**config.mk**
```make
export PLATFORM = sky130hd
export DESIGN_NAME = mem_wb_writeback
export DESIGN_NICKNAME = d
export VERILOG_FILES = /design/src/rtl/mem_wb_writeback.sv
export SDC_FILE = /design/constraint.sdc
export NUM_CORES = 1
export LEC_CHECK = 0
export ABC_CLOCK_PERIOD_IN_PS = 2000
export CAP_MARGIN = 40
export CELL_PAD_IN_SITES_DETAIL_PLACEMENT = 1
export CELL_PAD_IN_SITES_GLOBAL_PLACEMENT = 2
export CORE_MARGIN = 8
export CORE_UTILIZATION = 30
export DETAILED_ROUTE_END_ITERATION = 16
export GPL_TIMING_DRIVEN = 0
export MAX_ROUTING_LAYER = met4
export PLACE_DENSITY = 0.88
export SLEW_MARGIN = 20
export SYNTH_ARGS = -nofsm -noshare
export SYNTH_HDL_FRONTEND = slang
export SYNTH_SLANG_ARGS = --single-unit
export TNS_END_PERCENT = 20
```
**constraint.sdc**
```tcl
create_clock -name clk -period 2 [get_ports clk]
set_input_delay 0.6 -clock clk [delete_from_list [all_inputs] [get_ports clk]]
set_output_delay 0.6 -clock clk [all_outputs]
set_load 0.03 [all_outputs]
```
**src/rtl/mem_wb_writeback.sv**
```systemverilog
// MEM/WB pipeline register and write-back stage: MemtoReg mux, register-file
// write port, WB-to-EX forwarding-match flags and a retired-instruction counter.
module mem_wb_writeback #(
   parameter int unsigned DATA_W = 32,
   parameter int unsigned REG_W  = 5,
   parameter int unsigned CNT_W  = 32
) (
   input  logic              clk,
   input  logic              rst_n,
   input  logic              stall,
   input  logic              flush,
   input  logic              mem_valid,
   input  logic [DATA_W-1:0] mem_read_data,
   input  logic [DATA_W-1:0] mem_alu_result,
   input  logic [REG_W-1:0]  mem_dest_reg,
   input  logic              mem_reg_write,
   input  logic              mem_memto_reg,
   input  logic [REG_W-1:0]  ex_rs,
   input  logic [REG_W-1:0]  ex_rt,
   output logic [DATA_W-1:0] wb_write_data,
   output logic [REG_W-1:0]  wb_dest_reg,
   output logic              wb_reg_write,
   output logic              wb_valid,
   output logic              fwd_rs_hit,
   output logic              fwd_rt_hit,
   output logic [CNT_W-1:0]  retired_count
);

   logic              valid_q;
   logic              reg_write_q;
   logic              memto_reg_q;
   logic [DATA_W-1:0] read_data_q;
   logic [DATA_W-1:0] alu_result_q;
   logic [REG_W-1:0]  dest_q;
   logic [CNT_W-1:0]  count_q;
   logic              write_en;

   // Pipeline register: flush bubbles the control bits only, data fields hold.
   always_ff @(posedge clk or negedge rst_n) begin
      if (!rst_n) begin
         valid_q      <= 1'b0;
         reg_write_q  <= 1'b0;
         memto_reg_q  <= 1'b0;
         read_data_q  <= '0;
         alu_result_q <= '0;
         dest_q       <= '0;
      end else if (flush) begin
         valid_q     <= 1'b0;
         reg_write_q <= 1'b0;
      end else if (!stall) begin
         valid_q      <= mem_valid;
         reg_write_q  <= mem_reg_write;
         memto_reg_q  <= mem_memto_reg;
         read_data_q  <= mem_read_data;
         alu_result_q <= mem_alu_result;
         dest_q       <= mem_dest_reg;
      end
   end

   // An instruction retires on the edge where it leaves WB.
   always_ff @(posedge clk or negedge rst_n) begin
      if (!rst_n) begin
         count_q <= '0;
      end else if (valid_q && !stall && !flush) begin
         count_q <= count_q + CNT_W'(1);
      end
   end

   assign write_en      = valid_q & reg_write_q & (dest_q != '0);
   assign wb_write_data = memto_reg_q ? read_data_q : alu_result_q;
   assign wb_dest_reg   = dest_q;
   assign wb_reg_write  = write_en;
   assign wb_valid      = valid_q;
   assign fwd_rs_hit    = write_en & (dest_q == ex_rs);
   assign fwd_rt_hit    = write_en & (dest_q == ex_rt);
   assign retired_count = count_q;

endmodule

```
==> results.yml <==
floorplan:
  die_y_um: 141
  core_mm2: 0.0152
  initial_core_util_pct: 30.7
  floorplan.die_area_mm2: 0.0198
  rows: 45
  ios: 159
  die_w_um: 141
placed_design:
  portBuffers: 158
  dp_slack_ns: -0.947
  place_congestion: 0.746
  place_area_mm2: 0.00653
  place_hpwl_um: 10200
drt:
  vias_per_cell: 4.67
  vias: 3331
  post-route-drc-count: 0
  wl_per_cell_um: 19.2
  antenna_left: 0
  dr.pass1.iters: 4
  postRouteWirelength_um: 13700
  drt_iter0_drc: 68
grt:
  grt_pass1_wl_um: 22100
  grt_max_degree: 77
  grt_pass1_vias: 3860
  track_usage_pct: 14.8
  antenna_found_initial: 0
  grt_overflow_total: 0
sta:
  fmax_mhz: 401
  fin_ws_ns: -0.495
  slew_viol_final: 0
  rsz0062_at_grt: "yes"
  clock_skew_ns: 0.00402
  max-slew-margin-rel_pct: 72.4
  min_period_ns: 2.50
  layout_worst_path_cycle_share_pct: 125
  setup_violations: 35
  worst_pin_slew_ns: 0.413
  hold_violations: 0
power_and_ir_drop:
  p_seq_share_pct: 40.2
  p_comb_share_pct: 29.1
  clock_power_share_pct: 30.7
  p_leak_nw: 3.32
  power_density_mw_per_mm2: 871
  p_sw_mw: 1.78
  power_mw: 6.22
  internal_power_mw: 4.44
  swShare_pct: 28.6
  vdd_drop_max_mv: 0.416
critical_path:
  crit_path_end: "fwd_rs_hit"
  path_class: "reg -> out"
  arrival_ns: 1.90
  reg2reg_depth: 6
  cp-startpoint: "wb_dest_reg[3]"
  r2r_slack_ns: 0.25
  cp_max_fo: 2
  worstPathRequired_ns: 1.40
  cp-start-kind: "register"
  crit_path_end_kind: "output port"
  r2r_start: "retired_count[3]"
  r2r_end: "retired_count[21]"
cts:
  clk_path_buf_depth: 2
  clock_sinks: 104
  numCtsBuffers: 9
  clockRootBuffer: "clkbuf_16"
  clkSlewWorstSetupHoldPaths_ns: 0.07
  cts_max_level: 3
  cts_tree: "yes"
  clk_latency_ns: 0.35
cells_and_area:
  multi_input_area_mm2: 0.00212
  seq_area_mm2: 0.00261
  antenna_cells: 0
  mostFrequentLayoutCells: "dfrtp_1, clkdlybuf4s50_1, mux2_2"
  area_delta_synth_final_pct: 53.0
  fill_cells: 1579
  nNetsFinal: 607
  drive_above_1_share_pct: 38.1
  final_common_cell: "dfrtp_1"
  fin_area_mm2: 0.00714
logic_synthesis:
  netlist_area_mm2: 0.00467
  syn_area_per_cell_um2: 13.9
  ys_ff_latch: 104
  synth_warnings: 0
  ys_seq_area_share_pct: 55.7
  syn_inst: 336
  synth_top_area_cell: "dfrtp_1"
  synth_nets: 423
  synth_area_leaders: "dfrtp_1, mux2_2, xnor2_1"
  synth_top_area_share_pct: 55.7
  synth_cell_types: 29
outcome:
  status: "complete, but fails checks"
  violations: "negative setup slack"
flow_run:
  drv_cap: 0
worst_hold_path:
  hold_path_class: "in -> async"
cell type report:
class / instances / area share (%)
Buffer: 11 / 1.66
Timing Repair Buffer: 175 / 24.3
Tap cell: 188 / 3.29
Inverter: 2 / 0.105
Multi-Input combinational cell: 217 / 29.6
Sequential cell: 104 / 36.5
Clock inverter: 6 / 1.16
Clock buffer: 10 / 3.35
layer usage:
layer,up-vias,share of wire [%],global-route usage [%]
met5,-,0,-
met4,0,1.6,4.02
met3,20,6.0,4.96
met2,105,50,24.0
met1,1670,43,17.1
li1,1536,-,-
worst max-delay path, cell delays in order (launching register included):
cell	delay, ns
dfrtp_2	0.40
or4_4	0.53
o211ai_1	0.23
buf_4	0.17
nor4_2	0.04
buf_4	0.17
synth_stat cells:
master,n
and2_1,2
and3_1,10
and4_1,1
and4bb_2,1
buf_2,8
buf_6,1
clkbuf_1,4
dfrtp_1,104
ha_1,1
inv_1,2
mux2_2,103
mux2i_1,2
nand2_1,16
nand3_1,13
nand4_1,4
nand4_2,1
nand4_4,2
nor2_1,9
nor2_4,1
nor3_1,2
nor3_2,1
nor3_4,1
nor3b_4,1
nor4_1,2
nor4_2,1
o211ai_1,1
or4_1,1
xnor2_1,27
xor2_1,14
metrics by stage:
stage               TNS, ns  hold WS (ns)  instances  utilization, %
CTS                   -7.63         0.101        710            46.6
finish                -5.20         0.114        713            47.0
floorplan            -0.485         0.304        336               -
global route          -7.13         0.110        713            47.0
global placement    -454.51         0.473        682            42.7
detailed placement   -85.77         0.474        683            42.9
worst min path at each step:
stage	start	end	slack, ns	depth (start not counted)
after floorplan	rst_n	alu_result_q[0]	0.30	0
after global placement	retired_count[31]	retired_count[31]	0.47	1
after detailed placement	retired_count[31]	retired_count[31]	0.47	1
after CTS	rst_n	read_data_q[9]	0.10	1
after global routing	rst_n	read_data_q[9]	0.11	1
final	rst_n	read_data_q[9]	0.11	1
kinds of logic after synthesis:
kind of cell / count (synthesis) / synth area share (%)
multiplexers: 105 / 25.3
flip-flops: 104 / 55.7
AND/OR/NAND/NOR: 69 / 9.30
XOR/XNOR: 41 / 7.69
buffers and inverters: 15 / 1.58
AO/OA/AOI/OAI: 1 / 0.161
adder cells (fa/ha/maj): 1 / 0.268
repair_timing:
item                                    4_1_cts  5_1_grt
pin swaps                                     4        1
gates resized for setup                     306       20
hold buffers                                  0        0
setup buffers                                12        4
endpoints found under the setup margin      156       41
power by group through the flow:
stage          Clock, mW  Combinational, mW  Sequential (mW)
6_report            1.91               1.81             2.50
5_1_grt             2.07               1.92             2.54
4_1_cts             1.99               1.79             2.51
3_5_place_dp           0               1.62             2.55
3_3_place_gp           0               1.58             2.52
2_1_floorplan          0              0.822             2.58
Power figures use the tool's default switching activity.
